==> src/rtl/m68k_bus_master_q.sv <==
// Queued 68000 bus-cycle engine: command FIFO, CPU-clock-timed S0..S7 sequencing,
// E/VPA/VMA peripheral cycles, DTACK timeout, sticky write errors and BR/BG/BGACK arbitration.
module m68k_bus_master_q #(
    parameter int FIFO_DEPTH  = 4,
    parameter int ADDR_W      = 24,
    parameter int SYNC_STAGES = 3,
    parameter int E_DIV       = 10,
    parameter int E_RISE      = 5,
    parameter int TIMEOUT_CYC = 256
) (
    input  logic              PI_CLK,
    input  logic              PI_RST,
    input  logic              cmd_valid,
    output logic              cmd_ready,
    input  logic [ADDR_W-1:0] cmd_addr,
    input  logic [15:0]       cmd_wdata,
    input  logic              cmd_rw,
    input  logic              cmd_byte,
    input  logic [2:0]        cmd_fc,
    output logic              rsp_valid,
    output logic [15:0]       rsp_rdata,
    output logic              rsp_berr,
    output logic              rsp_tmo,
    output logic              err_sticky,
    input  logic              err_clr,
    output logic              busy,
    input  logic              M68K_CLK,
    output logic [ADDR_W-1:0] M68K_A,
    output logic [15:0]       M68K_D_OUT,
    input  logic [15:0]       M68K_D_IN,
    output logic              M68K_D_OE,
    output logic              M68K_AS_n,
    output logic              M68K_UDS_n,
    output logic              M68K_LDS_n,
    output logic              M68K_RW,
    output logic              M68K_VMA_n,
    output logic [2:0]        M68K_FC,
    output logic              M68K_BUS_OE,
    input  logic              M68K_DTACK_n,
    input  logic              M68K_BERR_n,
    input  logic              M68K_VPA_n,
    input  logic              M68K_BR_n,
    input  logic              M68K_BGACK_n,
    output logic              M68K_BG_n,
    output logic              M68K_E
);

    localparam int AW = (FIFO_DEPTH > 1) ? $clog2(FIFO_DEPTH) : 1;
    localparam int EW = (E_DIV > 1) ? $clog2(E_DIV) : 1;
    localparam int TW = $clog2(TIMEOUT_CYC + 1);
    localparam int CW = ADDR_W + 21;

    localparam logic [AW:0]   DEPTH_C   = (AW+1)'(FIFO_DEPTH);
    localparam logic [EW-1:0] E_LAST    = EW'(E_DIV - 1);
    localparam logic [EW-1:0] E_HIGH    = EW'(E_RISE);
    localparam logic [EW-1:0] E_END     = EW'(E_DIV - 2);
    localparam logic [EW-1:0] E_VMA     = EW'(2);
    localparam logic [TW-1:0] TMO_LIMIT = TW'(TIMEOUT_CYC);

    typedef enum logic [3:0] {
        IDLE, GRANT, S1, S2, S3, S4, S5, S6, S7
    } state_t;

    // ------------------------------------------------------------------
    // Synchronisers
    // ------------------------------------------------------------------
    logic [SYNC_STAGES-1:0] clk_sync_reg;
    logic [4:0]             in_meta_reg;
    logic [4:0]             in_sync_reg;
    logic                   br_prev_reg;
    logic                   c_rise, c_fall;
    logic                   dtack_s, berr_s, vpa_s, br_s, bgack_s, br_qual;

    always_ff @(posedge PI_CLK) begin
        if (PI_RST) begin
            clk_sync_reg <= '0;
            in_meta_reg  <= '1;
            in_sync_reg  <= '1;
            br_prev_reg  <= 1'b1;
        end else begin
            clk_sync_reg <= {clk_sync_reg[SYNC_STAGES-2:0], M68K_CLK};
            in_meta_reg  <= {M68K_BGACK_n, M68K_BR_n, M68K_VPA_n, M68K_BERR_n, M68K_DTACK_n};
            in_sync_reg  <= in_meta_reg;
            br_prev_reg  <= in_sync_reg[3];
        end
    end

    // Index 0 is the newest stage, so an edge shows as a disagreement of the last two.
    assign c_rise  = clk_sync_reg[SYNC_STAGES-2] & ~clk_sync_reg[SYNC_STAGES-1];
    assign c_fall  = ~clk_sync_reg[SYNC_STAGES-2] & clk_sync_reg[SYNC_STAGES-1];
    assign dtack_s = in_sync_reg[0];
    assign berr_s  = in_sync_reg[1];
    assign vpa_s   = in_sync_reg[2];
    assign br_s    = in_sync_reg[3];
    assign bgack_s = in_sync_reg[4];
    assign br_qual = ~br_s & ~br_prev_reg;

    // ------------------------------------------------------------------
    // E clock generator
    // ------------------------------------------------------------------
    logic [EW-1:0] e_cnt_reg;
    logic [EW-1:0] e_cnt_adv;
    logic          e_reg;

    assign e_cnt_adv = (e_cnt_reg == E_LAST) ? '0 : e_cnt_reg + 1'b1;

    always_ff @(posedge PI_CLK) begin
        if (PI_RST) begin
            e_cnt_reg <= '0;
            e_reg     <= 1'b1;
        end else if (c_fall) begin
            e_cnt_reg <= e_cnt_adv;
            if (e_cnt_adv == E_LAST)
                e_reg <= 1'b0;
            else if (e_cnt_adv == E_HIGH)
                e_reg <= 1'b1;
        end
    end

    // ------------------------------------------------------------------
    // Command queue
    // ------------------------------------------------------------------
    logic [CW-1:0] mem [FIFO_DEPTH];
    logic [AW-1:0] wr_ptr_reg, rd_ptr_reg;
    logic [AW:0]   count_reg;
    logic [CW-1:0] cur_cmd_reg;
    logic          push, pop, empty;

    assign cmd_ready = (count_reg != DEPTH_C);
    assign empty     = (count_reg == '0);
    assign push      = cmd_valid & cmd_ready;

    always_ff @(posedge PI_CLK) begin
        if (push)
            mem[wr_ptr_reg] <= {cmd_addr, cmd_wdata, cmd_rw, cmd_byte, cmd_fc};
        if (pop)
            cur_cmd_reg <= mem[rd_ptr_reg];
    end

    always_ff @(posedge PI_CLK) begin
        if (PI_RST) begin
            wr_ptr_reg <= '0;
            rd_ptr_reg <= '0;
            count_reg  <= '0;
        end else begin
            if (push)
                wr_ptr_reg <= wr_ptr_reg + 1'b1;
            if (pop)
                rd_ptr_reg <= rd_ptr_reg + 1'b1;
            case ({push, pop})
                2'b10:   count_reg <= count_reg + 1'b1;
                2'b01:   count_reg <= count_reg - 1'b1;
                default: count_reg <= count_reg;
            endcase
        end
    end

    logic [ADDR_W-1:0] cur_addr;
    logic [15:0]       cur_wdata;
    logic              cur_rw, cur_byte;
    logic [2:0]        cur_fc;
    logic              uds_lane, lds_lane;

    assign cur_addr  = cur_cmd_reg[CW-1 -: ADDR_W];
    assign cur_wdata = cur_cmd_reg[20:5];
    assign cur_rw    = cur_cmd_reg[4];
    assign cur_byte  = cur_cmd_reg[3];
    assign cur_fc    = cur_cmd_reg[2:0];
    assign uds_lane  = cur_byte & cur_addr[0];
    assign lds_lane  = cur_byte & ~cur_addr[0];

    // ------------------------------------------------------------------
    // Bus-cycle FSM
    // ------------------------------------------------------------------
    state_t            state_reg, state_next;
    logic [ADDR_W-1:0] a_reg, a_next;
    logic [15:0]       d_out_reg, d_out_next;
    logic [2:0]        fc_reg, fc_next;
    logic              as_n_reg, as_n_next, uds_n_reg, uds_n_next, lds_n_reg, lds_n_next;
    logic              rw_reg, rw_next, vma_n_reg, vma_n_next, bg_n_reg, bg_n_next;
    logic              bus_oe_reg, bus_oe_next, d_oe_reg, d_oe_next;
    logic [TW-1:0]     tmo_cnt_reg, tmo_cnt_next;
    logic              berr_flag_reg, berr_flag_next, tmo_flag_reg, tmo_flag_next;
    logic [15:0]       rdata_reg, rdata_next;
    logic              rsp_valid_reg, rsp_valid_next, rsp_berr_reg, rsp_berr_next;
    logic              rsp_tmo_reg, rsp_tmo_next, err_sticky_reg, err_set;

    always_ff @(posedge PI_CLK) begin
        if (PI_RST) begin
            state_reg      <= IDLE;
            a_reg          <= '0;
            d_out_reg      <= '0;
            fc_reg         <= 3'b111;
            as_n_reg       <= 1'b1;
            uds_n_reg      <= 1'b1;
            lds_n_reg      <= 1'b1;
            rw_reg         <= 1'b1;
            vma_n_reg      <= 1'b1;
            bg_n_reg       <= 1'b1;
            bus_oe_reg     <= 1'b1;
            d_oe_reg       <= 1'b0;
            tmo_cnt_reg    <= '0;
            berr_flag_reg  <= 1'b0;
            tmo_flag_reg   <= 1'b0;
            rdata_reg      <= '0;
            rsp_valid_reg  <= 1'b0;
            rsp_berr_reg   <= 1'b0;
            rsp_tmo_reg    <= 1'b0;
            err_sticky_reg <= 1'b0;
        end else begin
            state_reg      <= state_next;
            a_reg          <= a_next;
            d_out_reg      <= d_out_next;
            fc_reg         <= fc_next;
            as_n_reg       <= as_n_next;
            uds_n_reg      <= uds_n_next;
            lds_n_reg      <= lds_n_next;
            rw_reg         <= rw_next;
            vma_n_reg      <= vma_n_next;
            bg_n_reg       <= bg_n_next;
            bus_oe_reg     <= bus_oe_next;
            d_oe_reg       <= d_oe_next;
            tmo_cnt_reg    <= tmo_cnt_next;
            berr_flag_reg  <= berr_flag_next;
            tmo_flag_reg   <= tmo_flag_next;
            rdata_reg      <= rdata_next;
            rsp_valid_reg  <= rsp_valid_next;
            rsp_berr_reg   <= rsp_berr_next;
            rsp_tmo_reg    <= rsp_tmo_next;
            // A new error outranks a clear arriving in the same cycle.
            if (err_set)
                err_sticky_reg <= 1'b1;
            else if (err_clr)
                err_sticky_reg <= 1'b0;
        end
    end

    always_comb begin
        state_next     = state_reg;
        pop            = 1'b0;
        a_next         = a_reg;
        d_out_next     = d_out_reg;
        fc_next        = fc_reg;
        as_n_next      = as_n_reg;
        uds_n_next     = uds_n_reg;
        lds_n_next     = lds_n_reg;
        rw_next        = rw_reg;
        vma_n_next     = vma_n_reg;
        bg_n_next      = bg_n_reg;
        bus_oe_next    = bus_oe_reg;
        d_oe_next      = d_oe_reg;
        tmo_cnt_next   = tmo_cnt_reg;
        berr_flag_next = berr_flag_reg;
        tmo_flag_next  = tmo_flag_reg;
        rdata_next     = rdata_reg;
        rsp_valid_next = 1'b0;
        rsp_berr_next  = 1'b0;
        rsp_tmo_next   = 1'b0;
        err_set        = 1'b0;

        case (state_reg)
            IDLE: begin
                if (br_qual) begin
                    bg_n_next  = 1'b0;
                    state_next = GRANT;
                end else if (!empty && bgack_s) begin
                    pop        = 1'b1;
                    state_next = S1;
                end
            end
            GRANT: begin
                if (!bgack_s)
                    bus_oe_next = 1'b0;
                if (br_s && bgack_s) begin
                    bg_n_next   = 1'b1;
                    bus_oe_next = 1'b1;
                    state_next  = IDLE;
                end
            end
            S1: begin
                tmo_cnt_next   = '0;
                berr_flag_next = 1'b0;
                tmo_flag_next  = 1'b0;
                if (c_rise) begin
                    a_next    = cur_addr;
                    fc_next   = cur_fc;
                    rw_next   = cur_rw;
                    as_n_next = 1'b0;
                    if (cur_rw) begin
                        uds_n_next = uds_lane;
                        lds_n_next = lds_lane;
                    end
                    state_next = S2;
                end
            end
            S2: begin
                if (!cur_rw) begin
                    d_oe_next  = 1'b1;
                    d_out_next = cur_wdata;
                end
                if (c_fall) begin
                    uds_n_next = uds_lane;
                    lds_n_next = lds_lane;
                    state_next = S3;
                end
            end
            S3: begin
                if (c_rise) begin
                    if (!dtack_s || !berr_s || (!vma_n_reg && e_cnt_reg == E_END)) begin
                        berr_flag_next = ~berr_s;
                        state_next     = S4;
                    end else begin
                        if (!vpa_s && e_cnt_reg == E_VMA)
                            vma_n_next = 1'b0;
                        tmo_cnt_next = tmo_cnt_reg + 1'b1;
                        if (tmo_cnt_next == TMO_LIMIT) begin
                            tmo_flag_next = 1'b1;
                            state_next    = S4;
                        end
                    end
                end
            end
            S4: begin
                if (c_fall)
                    state_next = S5;
            end
            S5: begin
                if (c_rise)
                    state_next = S6;
            end
            S6: begin
                if (c_fall) begin
                    rdata_next = M68K_D_IN;
                    vma_n_next = 1'b1;
                    state_next = S7;
                end
            end
            S7: begin
                as_n_next  = 1'b1;
                uds_n_next = 1'b1;
                lds_n_next = 1'b1;
                d_oe_next  = 1'b0;
                rw_next    = 1'b1;
                if (cur_rw) begin
                    rsp_valid_next = 1'b1;
                    rsp_berr_next  = berr_flag_reg;
                    rsp_tmo_next   = tmo_flag_reg & ~berr_flag_reg;
                end else begin
                    err_set = berr_flag_reg | tmo_flag_reg;
                end
                state_next = IDLE;
            end
            default: state_next = IDLE;
        endcase
    end

    assign busy        = !empty || !(state_reg == IDLE || state_reg == GRANT);
    assign rsp_valid   = rsp_valid_reg;
    assign rsp_rdata   = rdata_reg;
    assign rsp_berr    = rsp_berr_reg;
    assign rsp_tmo     = rsp_tmo_reg;
    assign err_sticky  = err_sticky_reg;
    assign M68K_A      = a_reg;
    assign M68K_D_OUT  = d_out_reg;
    assign M68K_D_OE   = d_oe_reg;
    assign M68K_AS_n   = as_n_reg;
    assign M68K_UDS_n  = uds_n_reg;
    assign M68K_LDS_n  = lds_n_reg;
    assign M68K_RW     = rw_reg;
    assign M68K_VMA_n  = vma_n_reg;
    assign M68K_FC     = fc_reg;
    assign M68K_BUS_OE = bus_oe_reg;
    assign M68K_BG_n   = bg_n_reg;
    assign M68K_E      = e_reg;

endmodule

==> config.mk <==
export PLATFORM = sky130hd
export DESIGN_NAME = m68k_bus_master_q
export DESIGN_NICKNAME = d
export VERILOG_FILES = /design/src/rtl/m68k_bus_master_q.sv
export SDC_FILE = /design/constraint.sdc
export NUM_CORES = 1
export LEC_CHECK = 0
export CAP_MARGIN = 20
export CORE_UTILIZATION = 45
export DETAILED_ROUTE_END_ITERATION = 6
export HOLD_SLACK_MARGIN = 0.05
export PLACE_DENSITY_LB_ADDON = 0.3
export SLEW_MARGIN = 10
export SYNTH_ARGS = -nofsm -noshare
export SYNTH_HDL_FRONTEND = slang
export SYNTH_SLANG_ARGS = --single-unit
==> constraint.sdc <==
create_clock -name PI_CLK -period 5.96 [get_ports PI_CLK]
set_clock_uncertainty 0.1 [all_clocks]
set_input_delay 0.894 -clock PI_CLK [delete_from_list [all_inputs] [get_ports PI_CLK]]
set_output_delay 0.894 -clock PI_CLK [all_outputs]
set_load 0.03 [all_outputs]
* After elaboration in Yosys (flattened, before gate mapping) *
Memory sizes are Yosys's and may differ from the RTL's. A register that Yosys moved wholly into a read port is not among the register bits.
Index checks and enable logic that the tools add are counted.

cells by class
  $add $sub $neg = 6
  equality and inequality tests = 34
  muxes and demuxes = 60
  bitwise operators = 17
  reductions and logical operators = 41

operators by type and width
  operator               count
  $mux W4                12
  $mux W1                34
  $pmux W4 S8            1
  $ne A2 B2 Y1 const B   14
  $eq A4 B3 Y1 const B   5
  $mux W9                2
  $pmux W9 S2            1
  $eq A4 B4 Y1 const B   4
  $reduce_bool A2 Y1     8
  $pmux W1 S2            7
  $reduce_and A2 Y1      7
  $eq A4 B2 Y1 const B   3
  $add A9 B1 Y9 const B  1
  $eq A9 B9 Y1 const B   1
  $ne A3 B3 Y1 const B   3
  $not A1 Y1             9
  $reduce_and A3 Y1      3
  $reduce_and A9 Y1      1
  $reduce_and A4 Y1      2
  $and A1 B1 Y1          7
  $logic_not A1 Y1       6
  $pmux W1 S3            2
  $pmux W3 S2            1
  $reduce_and A5 Y1      1
  other kinds (16)       23

storage, ports and cells
  flip-flop bits (word level) = 112
  bits in writable memories = 180
  output and inout bits = 74
  memories kept = 1

memories
  name  words  bits a word  rd ports  clocked after Yosys merged registers in  wr ports  line  source
  mem   4      45           1         1                                        1         123   logic [CW-1:0] mem [FIFO_DEPTH];

* Longest topological paths before layout *
  depth in word-level cells = 8
  depth in mapped cells = 11
  mapped depth without buffers = 10

* Least setup slack after synthesis *
OpenSTA, ideal clock, no wires.

  path kind = register to register
  start = register state_reg[0]
  end = register count_reg[2]
  arrival time = 4.346 ns
  required time = 5.790 ns
  setup slack = 1.444 ns
  cell stages (with the launch flop) = 12
  buffers on the path = 2
  clock period less this slack = 4.516 ns
  cells stage by stage = dfxtp_1 -> buf_4 -> buf_2 -> nor2_2 -> nand4b_1 -> nor2_1 -> ha_1 -> inv_1 -> fa_1 -> xor2_1 -> or3_1 -> a21oi_1

on the way
  cells in the longest elaborated chain, start to end = 4
  elaborated cells on any way between the ends = 6
  classes of those cells = eq/ne: 2; mux: 2; reduce/logical: 2

ends and longest elaborated chain
  item                                                      line  source
  start: declaration                                        175   state_t state_reg, state_next;
  start signal: assignment                                  211   state_reg <= state_next;
  $logic_not A4 Y1 *                                        261   case (state_reg)
  $mux W1 *                                                 261
  via pop                                                   127   logic push, pop, empty;
  $eq A2 B1 Y1 / $eq A2 B2 Y1 (equally long branches)       150   case ({push, pop})
  $pmux W3 S2 / $reduce_bool A2 Y1 (equally long branches)  -
  end signal: assignment                                    151   2'b10: count_reg <= count_reg + 1'b1;
  end signal: assignment                                    152   2'b01: count_reg <= count_reg - 1'b1;
  end signal: assignment                                    153   default: count_reg <= count_reg;
  end: declaration                                          125   logic [AW:0] count_reg;

The timed path passes the listed nets; every way through them passes the cells marked *.
A chain may end at the register's enable or synchronous reset.

* Worst setup path in the final report *
  start = register state_reg[2]
  end = register count_reg[2]

The elaborated chain is that of the path after synthesis.

==> results.md <==
- Among all flip-flop cells after synthesis, the most frequent one is edfxtp_1.
- In this run the clock root is driven by a clkbuf_16.
- The clock net in this run drives a total of 337 sinks.
- The total number of nets in the final design is 1064.
- The number of synthesized flops with an enable pin is 225.
- After synthesis, the cell types taking the most area are edfxtp_1, dfxtp_1, mux4_2, nand2_1, a21oi_1.
- The number of fill cells is 2119.
- Setup repair after global routing left no endpoint under its margin.
- The post-synthesis net count is 916.
- The depth of the CTS H-tree is 2.
- By startpoint and endpoint, the worst setup path is classified as flop to flop.
- The number of buffers between clock root and the deepest sink is 3.
- Dividing total power by cell area gives a power density of 410 mW/mm^2.
- The congestion estimate from routability-driven global placement came to 0.756.
- For this block, wires on met1 add up to 10100 um.
- The setup slack on the worst flop-to-flop path is 2740 ps.
- The run finished with clean final reports.
- Headroom to the max-slew limit came out at 0.290.
- Buffers added to address setup during post-CTS repair amount to 0.
- Synthesis produced 837 cells.
- The post-route antenna net violation count is 0.
- In the finished design, the share of the clock period the worst path needs comes to 0.540.
- Counting distinct cell types in the post-synthesis netlist gives 62.
- The first-pass GRT wire length is 37900 um.
- The post-synthesis to final-layout area growth is 24.3%.
- The fraction of final layout cells with drive strength greater than 1 is 0.146.
- The top-level port count is 145.
- The total core area is 0.0271 sq mm.
- VDD sags by at most 0.247 mV.
- TritonCTS built the clock tree.
- The via count is 7090.
- The final hold violation count is 0.
- The detailed-router iteration count before antenna repair is 5.
- The cell accounting for the most synthesized area is edfxtp_1.
- In the final layout, flip-flops and latches occupy 0.00900 sq mm.
- The synthesized design contains 337 register bits.
- For the worst setup path, the data required time is 6310 ps.
- The type of the most critical hold path is flop to flop.
- The mean post-synth cell area is 14.9 sq um.
- The total overflow reported by the global router is 0.
- The count of routing violations after the opening detailed-route iteration is 527.
- The kind of end point of the critical path is a flop.
- After detailed routing, the number of remaining DRC violations is 0.
- The via count of the first global-routing pass is 7042.
- The die covers 0.0284 sq mm.
- TritonCTS created 36 clock buffers.
- The number of antenna violations at the first check in global routing is 1.
- Once detailed placement completed, the half-perimeter wirelength came to 14100 um.
- The number of hold buffers added after CTS is 0.
- The port buffer count is 144.
- The worst path setup slack after routing is 2740 ps.
- The most common cell after layout, fill and taps aside is edfxtp_1.
- The worst setup path is launched from a flop.
- The die width is 169 um.
- Measured along the y axis, the die boundary spans 169 um.
- In the detailed route, the total length drawn on met2 is 11900 um.
- In the final layout, the multi-input gates occupy 0.00326 sq mm.
- The top cell type's share of synthesized area is 0.541.
- Post-CTS repair changed the size of 0 cells.
- The final design utilization is 0.573.
- The data arrival time of the critical path is 3570 ps.
- The register with the most flip-flops in the layout has 180 of them.
- The warning count from the yosys run is 0.
- The static power due to leakage is 5.07 nW.
- The routed wire length is 23900 um.
- In the layout the commonest cells are edfxtp_1, clkdlybuf4s50_1, nand2_1.
- Across the run, the number of max-cap violations was 0.
- For this run, the total global-route usage over all layers was measured as 0.173.
- For the worst-skew pair, the clock arrives at the later sink with an insertion delay of 530 ps.
- Entering global routing, the biggest net connects 111 pins.
- The post-place setup slack is 2710 ps.
- Summing every instance area after synthesis gives 0.0125 sq mm.
- Counting flops with an async set or reset pin after synthesis yields a share of 0.
- The sequential share of the synthesized area is 0.721.
- The minimum clock period after layout is 3220 ps.
- Summed over all nets, wire length on met3 after detailed routing comes to 1530 um.
- The actual slew at the worst max-slew pin is 1060 ps.
- The setup total negative slack is 0 ps.
- Setup violations remaining at the end of the flow were counted as 0.
- Static timing analysis puts the maximum clock frequency at 0.311 GHz.
- The number of pins with negative max-slew slack in the final report was 0.
- After detailed routing, the average wire length per cell comes to 17.3 um.
- The clock-pin slew on the worst setup and hold paths is 60 ps.
- Routed signal wires occupy layers up through met4.
- The maximum fanout along the worst path is 48.
- Dividing the detail-routed via count by the number of cells gives 5.12.
- The initial core utilization is 0.461.
- In this run the core area contains 60 standard-cell rows.
-- path summary, 6_finish.rpt --
kind                                      from             end  depth (start not counted)
worst max-delay path              state_reg[2]    count_reg[2]                         10
worst min-delay path            in_meta_reg[0]  in_sync_reg[0]                          1
worst max register to register    state_reg[2]    count_reg[2]                         10
worst min register to register  in_meta_reg[0]  in_sync_reg[0]                          1
-- power breakdown --
part / switching (mW) / total (mW) / internal (mW) / leakage, nW
sequential: 0.195 / 3.15 / 2.95 / 2.98
combinational: 0.497 / 0.896 / 0.399 / 1.48
clock: 0.902 / 2.32 / 1.41 / 0.613
-- critical path, cell delays in order, from the launching register on --
cell	delay, ps
dfxtp_1	480
nor2_1	340
nand4b_1	190
nor2_4	100
buf_4	580
ha_1	310
inv_1	60
fa_1	370
xor2_1	160
or3_1	300
a21oi_1	130
-- layout make-up --
| class | count | share of cell area |
|---|---|---|
| Antenna cell | 1 | 0.000161 |
| Tap cell | 372 | 0.0300 |
| Clock buffer | 47 | 0.0641 |
| Timing Repair Buffer | 151 | 0.0969 |
| Multi-Input combinational cell | 450 | 0.210 |
| Clock inverter | 19 | 0.0165 |
| Inverter | 9 | 0.00218 |
| Sequential cell | 337 | 0.580 |
-- per-stage QoR --
step / power, mW / hold slack (ps) / instance area [sq um] / std cells
2_1_floorplan: 3.79 / 289 / 12500 / 837
3_3_place_gp: 4.09 / 299 / 14200 / 1318
3_5_place_dp: 4.12 / 304 / 14200 / 1318
4_1_cts: 6.45 / 317 / 15500 / 1384
5_1_grt: 6.64 / 328 / 15500 / 1385
6_report: 6.36 / 313 / 15500 / 1386
-- cells by family (layout without fill, tap and decap cells) --
logic type | count (synthesis) | count (layout) | synth area share
other cells | 0 | 1 | 0
xor+xnor | 9 | 9 | 0.00631
compound gates | 116 | 116 | 0.0534
buf+inv | 50 | 226 | 0.0195
flops | 337 | 337 | 0.721
fa+ha+maj | 8 | 8 | 0.00862
simple gates | 270 | 270 | 0.109
mux | 47 | 47 | 0.0828
-- cell usage after synthesis, types with 9 or more instances --
cell / number
inv_1: 9
nand2_1: 138
mux4_2: 45
edfxtp_1: 225
dfxtp_1: 112
nor2_1: 35
clkbuf_1: 16
a21oi_1: 80
o21ai_0: 14
nand3_1: 11
or2_2: 11
buf_2: 11
-- per-layer routing --
metal	global-route usage	up-vias
met5	0	-
met1	0.218	3469
met3	0.0412	40
met2	0.297	189
met4	0.0522	0
li1	-	3392
Power figures use the tool's default switching activity.
